File: src/rtl/jk_flop_pkg.sv
`default_nettype none
// ============================================================================
// Module   : jk_flop_pkg
// Brief    : Mode encodings shared by the multi-mode flop bank and its cells.
// Revision : 1.0 - initial release
// ============================================================================
package jk_flop_pkg;

  typedef logic [1:0] mode_t;

  localparam mode_t MODE_JK = 2'b00;
  localparam mode_t MODE_D  = 2'b01;
  localparam mode_t MODE_T  = 2'b10;
  localparam mode_t MODE_SR = 2'b11;

endpackage : jk_flop_pkg
`default_nettype wire

File: src/rtl/jk_flop_cell.sv
`default_nettype none
// ============================================================================
// Module   : jk_flop_cell
// Brief    : One flop channel with sticky SR-illegal flag and saturating
//            toggle counter.
// Revision : 1.0 - initial release
// ============================================================================
module jk_flop_cell
  import jk_flop_pkg::*;
#(
  parameter int COUNT_W = 4
) (
  input  logic               clk,
  input  logic               rst,
  input  logic [1:0]         mode,
  input  logic               en,
  input  logic               j,
  input  logic               k,
  input  logic               sclr,
  input  logic               err_clr,
  input  logic               cnt_clr,
  input  logic               rst_val,
  output logic               q,
  output logic               sr_err,
  output logic [COUNT_W-1:0] tog_cnt
);

  localparam logic [COUNT_W-1:0] c_cnt_max = '1;
  localparam logic [COUNT_W-1:0] c_cnt_one = 1;

  logic               r_q;
  logic               r_err;
  logic [COUNT_W-1:0] r_cnt;
  logic               w_eval_q;
  logic               w_illegal;
  logic               w_active;
  logic               w_toggle;

  always_comb begin
    w_eval_q  = r_q;
    w_illegal = 1'b0;
    case (mode_t'(mode))
      MODE_JK: begin
        case ({j, k})
          2'b01:   w_eval_q = 1'b0;
          2'b10:   w_eval_q = 1'b1;
          2'b11:   w_eval_q = ~r_q;
          default: w_eval_q = r_q;
        endcase
      end
      MODE_D:  w_eval_q = j;
      MODE_T:  w_eval_q = j ? ~r_q : r_q;
      default: begin
        case ({j, k})
          2'b01:   w_eval_q = 1'b0;
          2'b10:   w_eval_q = 1'b1;
          2'b11:   w_illegal = 1'b1;
          default: w_eval_q = r_q;
        endcase
      end
    endcase
  end

  // Normal evaluation only happens when enabled and not being cleared.
  assign w_active = en & ~sclr;
  assign w_toggle = w_active & (w_eval_q != r_q);

  always_ff @(posedge clk or posedge rst) begin
    if (rst) begin
      r_q   <= rst_val;
      r_err <= 1'b0;
      r_cnt <= '0;
    end else begin
      if (sclr) begin
        r_q <= rst_val;
      end else if (en) begin
        r_q <= w_eval_q;
      end

      if (w_active && w_illegal) begin
        r_err <= 1'b1;
      end else if (err_clr) begin
        r_err <= 1'b0;
      end

      if (cnt_clr) begin
        r_cnt <= w_toggle ? c_cnt_one : '0;
      end else if (w_toggle && (r_cnt != c_cnt_max)) begin
        r_cnt <= r_cnt + c_cnt_one;
      end
    end
  end

  assign q       = r_q;
  assign sr_err  = r_err;
  assign tog_cnt = r_cnt;

endmodule : jk_flop_cell
`default_nettype wire

File: src/rtl/jk_flop_bank.sv
`default_nettype none
// ============================================================================
// Module   : jk_flop_bank
// Brief    : WIDTH-channel bank of JK/D/T/SR flops with status and counters.
// Revision : 1.0 - initial release
// ============================================================================
module jk_flop_bank #(
  parameter int               WIDTH     = 8,
  parameter int               COUNT_W   = 4,
  parameter logic [WIDTH-1:0] RESET_VAL = '0
) (
  input  logic                       clk,
  input  logic                       rst,
  input  logic [1:0]                 mode,
  input  logic [WIDTH-1:0]           en,
  input  logic [WIDTH-1:0]           j,
  input  logic [WIDTH-1:0]           k,
  input  logic                       sclr,
  input  logic                       err_clr,
  input  logic                       cnt_clr,
  output logic [WIDTH-1:0]           q,
  output logic [WIDTH-1:0]           q_bar,
  output logic [WIDTH-1:0]           sr_err,
  output logic [WIDTH*COUNT_W-1:0]   tog_cnt
);

  for (genvar gi = 0; gi < WIDTH; gi++) begin : g_cell
    jk_flop_cell #(
      .COUNT_W (COUNT_W)
    ) u_cell (
      .clk     (clk),
      .rst     (rst),
      .mode    (mode),
      .en      (en[gi]),
      .j       (j[gi]),
      .k       (k[gi]),
      .sclr    (sclr),
      .err_clr (err_clr),
      .cnt_clr (cnt_clr),
      .rst_val (RESET_VAL[gi]),
      .q       (q[gi]),
      .sr_err  (sr_err[gi]),
      .tog_cnt (tog_cnt[gi*COUNT_W +: COUNT_W])
    );
  end : g_cell

  assign q_bar = ~q;

endmodule : jk_flop_bank
`default_nettype wire
File: config.mk
export PLATFORM = sky130hd
export DESIGN_NAME = jk_flop_bank
export DESIGN_NICKNAME = d
export VERILOG_FILES = /design/src/rtl/jk_flop_pkg.sv /design/src/rtl/jk_flop_cell.sv /design/src/rtl/jk_flop_bank.sv
export SDC_FILE = /design/constraint.sdc
export NUM_CORES = 1
export LEC_CHECK = 0
export ABC_CLOCK_PERIOD_IN_PS = 1900
export BUFFER_PORTS_ARGS = -buffer_cell sky130_fd_sc_hd__buf_2
export CORE_ASPECT_RATIO = 0.7
export CORE_MARGIN = 5
export CORE_UTILIZATION = 50
export CTS_CLUSTER_DIAMETER = 50
export CTS_CLUSTER_SIZE = 8
export DETAILED_ROUTE_END_ITERATION = 10
export HOLD_SLACK_MARGIN = 0.06
export PLACE_DENSITY = 0.86
export REMOVE_ABC_BUFFERS = 1
export SLEW_MARGIN = 10
export SYNTH_ARGS = -nofsm -noshare
export SYNTH_HDL_FRONTEND = slang
export SYNTH_SLANG_ARGS = --single-unit
File: constraint.sdc
create_clock -name clk -period 1.9 [get_ports clk]
set_input_delay 0.475 -clock clk [delete_from_list [all_inputs] [get_ports clk]]
set_output_delay 0.475 -clock clk [all_outputs]
set_load 0.01 [all_outputs]
==> impl_table.tex, run 1 <==
\begin{tabular}{lr}
\hline
Metric & Value \\
\hline
\multicolumn{2}{l}{\textbf{Logic synthesis}} \\
\quad Mean area per synthesized cell & just under 9 um2 \\
\quad Post-synthesis sequential element count & 48 \\
\quad Proportion of netlist area held by the largest area contributor & 0.324 \\
\quad Gate count after technology mapping & 426 \\
\quad Count of flip-flops with a built-in enable after synthesis & 0 \\
\quad Cell area after synthesis & 3710 um2 \\
\quad Number of warning messages in the yosys log & 0 \\
\quad Async set-or-reset flop fraction in the synthesized netlist & 1.00 \\
\quad Sequential share of the synthesized area & 0.324 \\
\quad Count of cell types in the netlist & 61 \\
\quad Most used flip-flop cell after synthesis & sky130\_fd\_sc\_hd\_\_dfrtp\_1 \\
\quad Ranking of synthesized cells by area & sky130\_fd\_sc\_hd\_\_dfrtp\_1, sky130\_fd\_sc\_hd\_\_ha\_1, sky130\_fd\_sc\_hd\_\_mux2i\_1 \\
\quad Cell type with the highest aggregate area in the netlist & sky130\_fd\_sc\_hd\_\_dfrtp\_1 \\
\multicolumn{2}{l}{\textbf{Floorplan}} \\
\quad Floorplan die area & approximately 9000 um2 \\
\quad Core box area & 7250 um2 \\
\quad I/O pin count & 87 \\
\quad Height of the die & between 80 and 90 um \\
\quad Initial core utilization & 0.511 \\
\quad Number of standard-cell rows in the floorplan & 26 \\
\quad Die span in x & 113 um \\
\multicolumn{2}{l}{\textbf{Worst setup path}} \\
\quad Critical path endpoint category & flip-flop \\
\quad Largest stage delay on the critical path & approximately 400 ps \\
\quad Worst r2r path cells & 6 \\
\quad Slowest-stage cell, CP & sky130\_fd\_sc\_hd\_\_a221o\_1 \\
\quad Maximum fanout along the worst path & 15 \\
\quad Required @ worst endpoint & 2100 ps \\
\quad Worst reg2reg endpoint & g\_cell[2].u\_cell.tog\_cnt[3]\$\_DFFE\_PP0P\_ \\
\quad Crit path buffers/inverters & 1 \\
\quad Data arrival, critical path & 2040 ps \\
\quad Top cell family by delay on the critical path & compound AO/OA/AOI/OAI gates \\
\quad CP dominant cell by count & sky130\_fd\_sc\_hd\_\_o21a\_1 \\
\quad Type of the setup path with the least slack & input pin to flip-flop \\
\quad Worst path depth & 6 \\
\quad Register-to-register setup slack & 60 ps \\
\quad Startpoint type of the worst setup path & input pin \\
\quad Cells along the critical path & buf\_2 > and2b\_4 > a221o\_1 > o21a\_1 > o21a\_1 > o221a\_1 \\
\quad Start of the worst register-to-register path & g\_cell[2].u\_cell.tog\_cnt[1]\$\_DFFE\_PP0P\_ \\
\multicolumn{2}{l}{\textbf{Route}} \\
\quad Length of the first detailed-routing pass in iterations & 5 \\
\quad Number of DRC violations after detailed routing & 0 \\
\quad Mean number of vias per cell & 5.89 \\
\quad Routed vias & 3794 \\
\quad Remaining number of nets flagged by the antenna check after routing & 0 \\
\quad Routed wire per std cell & 16.6 um \\
\quad DRC marker count from the first detailed-route iteration & around 390 \\
\quad Routed WL & around 11000 um \\
\multicolumn{2}{l}{\textbf{Timing}} \\
\quad Number of setup violations in the final report & 0 \\
\quad Final Hold Vio Count & 0 \\
\quad Pins Over Slew Limit & 0 \\
\quad Actual slew at the worst max-slew pin & 398 ps \\
\quad Period utilisation layout & 0.968 \\
\quad Worst setup skew after layout & 8.45 ps \\
\quad Relative slew slack & 0.734 \\
\quad Min setup slack post-route & 60.5 ps \\
\quad Final min period & 1840 ps \\
\quad Maximum frequency from static timing analysis & 544 MHz \\
\multicolumn{2}{l}{\textbf{Power}} \\
\quad Switching Fraction & 0.308 \\
\quad Power density normalized to cell area & 566 nW/um2 \\
\quad Switch Pwr & 0.829 mW \\
\quad Combinational fraction of design power & 0.269 \\
\quad Leakage & $\sim$2.3 nW \\
\quad Clk network pwr share & 0.319 \\
\quad Cell internal power dissipation & 1.86 mW \\
\quad Peak VDD IR & $\sim$370 uV \\
\quad Part of the power in registers & 0.412 \\
\multicolumn{2}{l}{\textbf{Final layout}} \\
\quad Commonest non-fill, non-tap cell in the layout & sky130\_fd\_sc\_hd\_\_buf\_2 \\
\quad Register area & 1200 um2 \\
\quad Post-Route Utilization & 0.655 \\
\quad Most frequent cells in the layout & sky130\_fd\_sc\_hd\_\_buf\_2, sky130\_fd\_sc\_hd\_\_buf\_4, sky130\_fd\_sc\_hd\_\_dfrtp\_1, sky130\_fd\_sc\_hd\_\_nand2\_1, sky130\_fd\_sc\_hd\_\_nor2\_1 \\
\quad Fraction of layout cells with a size suffix above 1 & 0.332 \\
\quad Filler instances & roughly 580 \\
\quad Count of antenna diodes in the layout & 0 \\
\quad Number of nets in the final layout & 600 \\
\quad Area of combinational cells with multiple inputs & about 2300 um2 \\
\quad Area overhead of the layout relative to synthesis & 28.1\% \\
\multicolumn{2}{l}{\textbf{Clocking}} \\
\quad Clock Pin Slew Worst Setup and Hold Paths & 100 ps \\
\quad CTS Sinks & 48 \\
\quad Clock Latency Late Sink & 320 ps \\
\quad Bufs on Longest Clock Path & 2 \\
\quad Root buffer cell & sky130\_fd\_sc\_hd\_\_clkbuf\_8 \\
\quad Maximum level of the CTS H-tree & 2 \\
\quad CTS tree & done \\
\quad CTS buffer count & 5 \\
\multicolumn{2}{l}{\textbf{Place}} \\
\quad Detail Placement HPWL & 7820 um \\
\quad Routability congestion estimate from global placement & between 0.9 and 1 \\
\quad Worst setup timing slack at the placement stage & -415 ps \\
\quad Total of buffers placed on input and output ports & 86 \\
\multicolumn{2}{l}{\textbf{Status}} \\
\quad Status & finished clean \\
\multicolumn{2}{l}{\textbf{Global routing}} \\
\quad Via count of the first global-routing pass & 3682 \\
\quad Global-route usage over all layers & 0.229 \\
\quad Residual overflow from global routing & 0 \\
\quad Initial antenna violation count & 0 \\
\quad First-pass GRT wire length & 17200 um \\
\quad Pin count of the biggest net entering global routing & 49 \\
\multicolumn{2}{l}{\textbf{Min path}} \\
\quad Worst min-delay path class & input pin to asynchronous set/reset pin \\
\multicolumn{2}{l}{\textbf{Flow run}} \\
\quad Maximum Capacitance Violations & 0 \\
\hline
\end{tabular}
flip-flops by register name (all words and copies together), names as in the netlist:
name	count
g_cell.u_cell.tog_cnt	32
g_cell.u_cell.sr_err	8
g_cell.u_cell.q	8
metrics by stage:
stage          hold slack [ps]  instance area [um2]  setup TNS [ps]  total power [mW]  std cells
2_1_floorplan              531                 3490           -1250              1.45        392
3_3_place_gp               501                 4500           -4450              1.78        634
3_5_place_dp               521                 4500           -5970              1.82        634
4_1_cts                    198                 4650               0              2.66        642
5_1_grt                    209                 4750           -40.8              2.81        644
6_report                   193                 4750               0              2.69        644
per-layer routing:
metal,wire [um],track usage,part of all wire
met5,0,0,0
met4,173,0.0708,0.016
met3,814,0.0508,0.076
met2,5050,0.388,0.47
met1,4630,0.295,0.43
power groups by stage:
stage | registers, mW | clock network [mW] | logic (mW)
6_report | 1.11 | 0.857 | 0.725
3_5_place_dp | 1.13 | 0 | 0.689
5_1_grt | 1.11 | 0.896 | 0.801
4_1_cts | 1.11 | 0.862 | 0.695
3_3_place_gp | 1.12 | 0 | 0.660
2_1_floorplan | 1.15 | 0 | 0.302
cell families after synthesis:
logic type	after synthesis	share of synthesized area
flops	48	0.324
mux	20	0.0587
simple gates	152	0.219
fa+ha+maj	24	0.0810
xor+xnor	2	0.00473
buf+inv	65	0.0898
compound gates	115	0.222
worst min-delay path: stages:
cell and delay [ps]:
sky130_fd_sc_hd__buf_2 110, sky130_fd_sc_hd__inv_2 60, sky130_fd_sc_hd__buf_12 260
what timing repair did:
action	CTS	global route
pin swaps	1	12
setup buffers	0	2
gates resized for setup	3	17
endpoints found under the setup margin	2	10
hold buffers	0	0
cell usage after synthesis, drive strengths merged (4+ instances only):
cell / instances
o211ai: 8
a221o: 5
and3: 6
buf: 25
a31oi: 9
mux2i: 15
o22ai: 11
ha: 24
a211oi: 7
a221oi: 6
o21ba: 4
inv: 31
nand3: 12
clkbuf: 9
nor2b: 12
nand2: 41
a21oi: 22
nand4: 4
nor2: 28
o21a: 5
or3: 4
o21ai: 18
nand2b: 13
nand3b: 8
dfrtp: 48
nor3: 8
mux2: 4
how the worst max path moves through the flow:
| stage | start | to | slack [ps] |
|---|---|---|---|
| finish | mode[0] | g_cell[2].u_cell.tog_cnt[2]$_DFFE_PP0P_ | 60 |
| global route | k[4] | g_cell[4].u_cell.tog_cnt[3]$_DFFE_PP0P_ | -20 |
| CTS | g_cell[2].u_cell.tog_cnt[0]$_DFFE_PP0P_ | g_cell[2].u_cell.tog_cnt[3]$_DFFE_PP0P_ | 7 |
| detailed placement | k[5] | g_cell[5].u_cell.tog_cnt[3]$_DFFE_PP0P_ | -410 |
| global placement | k[5] | g_cell[5].u_cell.tog_cnt[3]$_DFFE_PP0P_ | -350 |
| floorplan | k[5] | g_cell[5].u_cell.tog_cnt[3]$_DFFE_PP0P_ | -280 |
area by class of cell:
class	count	area share
clock inverter	1	0.00632
inverter	31	0.0250
timing repair buffer	146	0.195
tap	98	0.0258
sequential	48	0.253
multi-input combinational	313	0.475
clock buffer	7	0.0203
Note: power is estimated with default switching activity, not from simulation.
==> run 2, diff against run 1 <==
CAP_MARGIN = 40   (was default)
SETUP_SLACK_MARGIN = 0.15   (was default)
==> run 2 against run 1 <==
Global-route usage increased by 0.77 points. Clock skew is 1.7 ps higher. First-iteration DRC count decreased by 22%. Sequential cell count is the same. Clock-buffer cell count stayed put. Critical path depth rose by 3. Critical path type unchanged. Largest power group unchanged.
==> impl_table.tex, run 2 (synthesis results as in run 1) <==
\begin{tabular}{lr}
\hline
Metric & Value \\
\hline
\multicolumn{2}{l}{\textbf{Status}} \\
\quad Status & finished clean \\
\multicolumn{2}{l}{\textbf{Timing}} \\
\quad Smallest hold slack & 201 ps (+7.52 ps) \\
\quad Final min period & 1790 ps (-52.5 ps) \\
\quad Actual slew at the worst max-slew pin & 366 ps (-31.2 ps) \\
\quad Worst setup skew after layout & 10.1 ps (+1.69 ps) \\
\quad Period utilisation layout & 0.941 (-0.0276) \\
\quad Maximum frequency from static timing analysis & 560 MHz (+2.9\%) \\
\quad Number of setup violations in the final report & 0 (unchanged) \\
\quad Setup repair after global routing missed its margin & true \\
\quad Pins Over Slew Limit & 0 (unchanged) \\
\quad Final Hold Vio Count & 0 (unchanged) \\
\quad Relative slew slack & 0.755 (+0.0212) \\
\multicolumn{2}{l}{\textbf{Global routing}} \\
\quad Pin count of the biggest net entering global routing & 49 (unchanged) \\
\quad Most congested layer reported by global routing & met2 \\
\quad Initial antenna violation count & 0 (unchanged) \\
\quad Residual overflow from global routing & 0 (unchanged) \\
\quad Global-route track usage on met1 & 0.302 (+0.00772) \\
\quad First-pass GRT wire length & 17800 um (+3.5\%) \\
\quad Met3 Usage GRT & 0.0486 (-0.00221) \\
\quad Met2 demand-to-capacity share in global routing & 0.408 (+0.0195) \\
\quad Global-route usage over all layers & 0.237 (+0.00766) \\
\quad Via count of the first global-routing pass & 3761 (+2.1\%) \\
\multicolumn{2}{l}{\textbf{Worst setup path}} \\
\quad Required @ worst endpoint & 2100 ps (about the same) \\
\quad Startpoint type of the worst setup path & input pin \\
\quad Type of the setup path with the least slack & input pin to flip-flop \\
\quad Maximum fanout along the worst path & 8 (-7) \\
\quad Data arrival, critical path & 1990 ps (-50 ps) \\
\quad Critical path endpoint category & flip-flop \\
\multicolumn{2}{l}{\textbf{Floorplan}} \\
\quad Height of the die & 82.0 um (unchanged) \\
\quad Floorplan die area & 9260 um2 (unchanged) \\
\quad I/O pin count & 87 (unchanged) \\
\quad Core box area & 7250 um2 (unchanged) \\
\quad Die span in x & 113 um (unchanged) \\
\quad Number of standard-cell rows in the floorplan & 26 (unchanged) \\
\quad Initial core utilization & 0.511 (unchanged) \\
\multicolumn{2}{l}{\textbf{Clocking}} \\
\quad CTS Sinks & 48 (unchanged) \\
\quad Clock Pin Slew Worst Setup and Hold Paths & 100 ps (about the same) \\
\quad CTS tree & done \\
\quad CTS buffer count & 5 (unchanged) \\
\quad Clock Latency Late Sink & 320 ps (about the same) \\
\quad Maximum level of the CTS H-tree & 2 (unchanged) \\
\quad Root buffer cell & sky130\_fd\_sc\_hd\_\_clkbuf\_8 \\
\quad Number of hold buffers added after cts & 0 (unchanged) \\
\quad Bufs on Longest Clock Path & 2 (unchanged) \\
\multicolumn{2}{l}{\textbf{Final layout}} \\
\quad Fraction of layout cells with a size suffix above 1 & 0.372 (+0.0405) \\
\quad Commonest non-fill, non-tap cell in the layout & sky130\_fd\_sc\_hd\_\_buf\_2 \\
\quad Number of flip-flops under the largest register name & 32 (unchanged) \\
\quad Filler instances & 541 (-5.9\%) \\
\quad Most frequent cells in the layout & sky130\_fd\_sc\_hd\_\_buf\_2, sky130\_fd\_sc\_hd\_\_buf\_4, sky130\_fd\_sc\_hd\_\_dfrtp\_1, sky130\_fd\_sc\_hd\_\_nand2\_1, sky130\_fd\_sc\_hd\_\_inv\_1 \\
\quad Number of nets in the final layout & 605 (+0.83\%) \\
\quad Count of non-filler cells in the finished layout & 649 (+0.78\%) \\
\quad Area overhead of the layout relative to synthesis & 33.1\% \\
\quad Count of antenna diodes in the layout & 0 (unchanged) \\
\multicolumn{2}{l}{\textbf{Flow run}} \\
\quad Maximum Capacitance Violations & 0 (unchanged) \\
\multicolumn{2}{l}{\textbf{Min path}} \\
\quad Worst min-delay path class & input pin to asynchronous set/reset pin \\
\multicolumn{2}{l}{\textbf{Place}} \\
\quad Detail Placement HPWL & 7820 um (unchanged) \\
\quad Total of buffers placed on input and output ports & 86 (unchanged) \\
\quad Routability congestion estimate from global placement & 0.917 (unchanged) \\
\quad Placed cell count & 634 (unchanged) \\
\multicolumn{2}{l}{\textbf{Route}} \\
\quad Routed vias & 3787 (-0.18\%) \\
\quad Remaining number of nets flagged by the antenna check after routing & 0 (unchanged) \\
\quad Mean number of vias per cell & 5.84 (-0.95\%) \\
\quad Routed WL & 10900 um (+2.3\%) \\
\quad DRC marker count from the first detailed-route iteration & 302 (-22\%) \\
\quad Number of DRC violations after detailed routing & 0 (unchanged) \\
\quad Length of the first detailed-routing pass in iterations & 5 (unchanged) \\
\quad Routed wire per std cell & 16.8 um (+1.5\%) \\
\multicolumn{2}{l}{\textbf{Power}} \\
\quad Peak VDD IR & 369 uV (+0.39\%) \\
\quad Post-layout power & 2.73 mW (+1.5\%) \\
\quad Power density normalized to cell area & 553 nW/um2 (-2.3\%) \\
\quad Leakage & 2.36 nW (+1.3\%) \\
\hline
\end{tabular}
## run 2: routing by layer
metal	part of all wire	vias to the layer above
met3	0.074	13
met1	0.43	1821
met5	0	-
met2	0.48	163
met4	0.012	0
li1	-	1790
## run 2: report_power, final
group / total [mW] / leakage, nW / switching, mW / internal [mW]
registers: 1.11 / 0.657 / 0.0473 / 1.06
clock network: 0.857 / 0.0645 / 0.392 / 0.466
logic: 0.763 / 1.64 / 0.410 / 0.353
total: 2.73 / 2.36 / 0.849 / 1.88
## run 2: path summary, 6_finish.rpt
check	startpoint	end	slack [ps]	cells after the start
setup reg to reg	g_cell[2].u_cell.tog_cnt[0]$_DFFE_PP0P_	g_cell[2].u_cell.tog_cnt[3]$_DFFE_PP0P_	120	6
min in group clk	en[3]	g_cell[3].u_cell.q$_DFFE_PP0P_	370	2
setup / recovery	k[4]	g_cell[4].u_cell.tog_cnt[3]$_DFFE_PP0P_	110	9
max in group asynchronous	rst	g_cell[0].u_cell.tog_cnt[1]$_DFFE_PP0P_	1450	3
hold reg to reg	g_cell[5].u_cell.tog_cnt[2]$_DFFE_PP0P_	g_cell[5].u_cell.tog_cnt[2]$_DFFE_PP0P_	540	1
hold / removal	rst	g_cell[4].u_cell.tog_cnt[1]$_DFFE_PP0P_	200	3
## run 2: final cells by class
| type | count | area (um2) | area share |
|---|---|---|---|
| Sequential cell | 48 | 1200 | 0.244 |
| Tap cell | 98 | 123 | 0.0249 |
| Inverter | 31 | 121 | 0.0246 |
| Timing Repair Buffer | 151 | 996 | 0.202 |
| Clock inverter | 1 | 30.0 | 0.00609 |
| Multi-Input combinational cell | 313 | 2360 | 0.479 |
| Clock buffer | 7 | 96.3 | 0.0195 |
## run 2: repair_timing
item | CTS | global route
pin swaps | 23 | 22
gates cloned | 0 | 0
endpoints found under the setup margin | 17 | 23
setup buffers | 4 | 3
endpoints found under the hold margin | 0 | 0
gates resized for setup | 22 | 31
## run 2: critical path: stages
cell and delay (ps):
sky130_fd_sc_hd__buf_8 80, sky130_fd_sc_hd__inv_4 30, sky130_fd_sc_hd__ha_4 250, sky130_fd_sc_hd__mux2_4 300, sky130_fd_sc_hd__a221oi_4 250, sky130_fd_sc_hd__mux2i_1 210, sky130_fd_sc_hd__buf_4 170, sky130_fd_sc_hd__and4_1 180
sky130_fd_sc_hd__nor3_1 50
## run 2: stage by stage
stage	TNS, ps	setup WS (ps)	utilization	cell area [um2]
after global placement	-4450	-352	0.621	4500
final	0	113	0.680	4930
after CTS	0	94.5	0.660	4780
after global routing	0	34.0	0.680	4930
after detailed placement	-5970	-415	0.621	4500
after floorplan	-1250	-284	-	3490
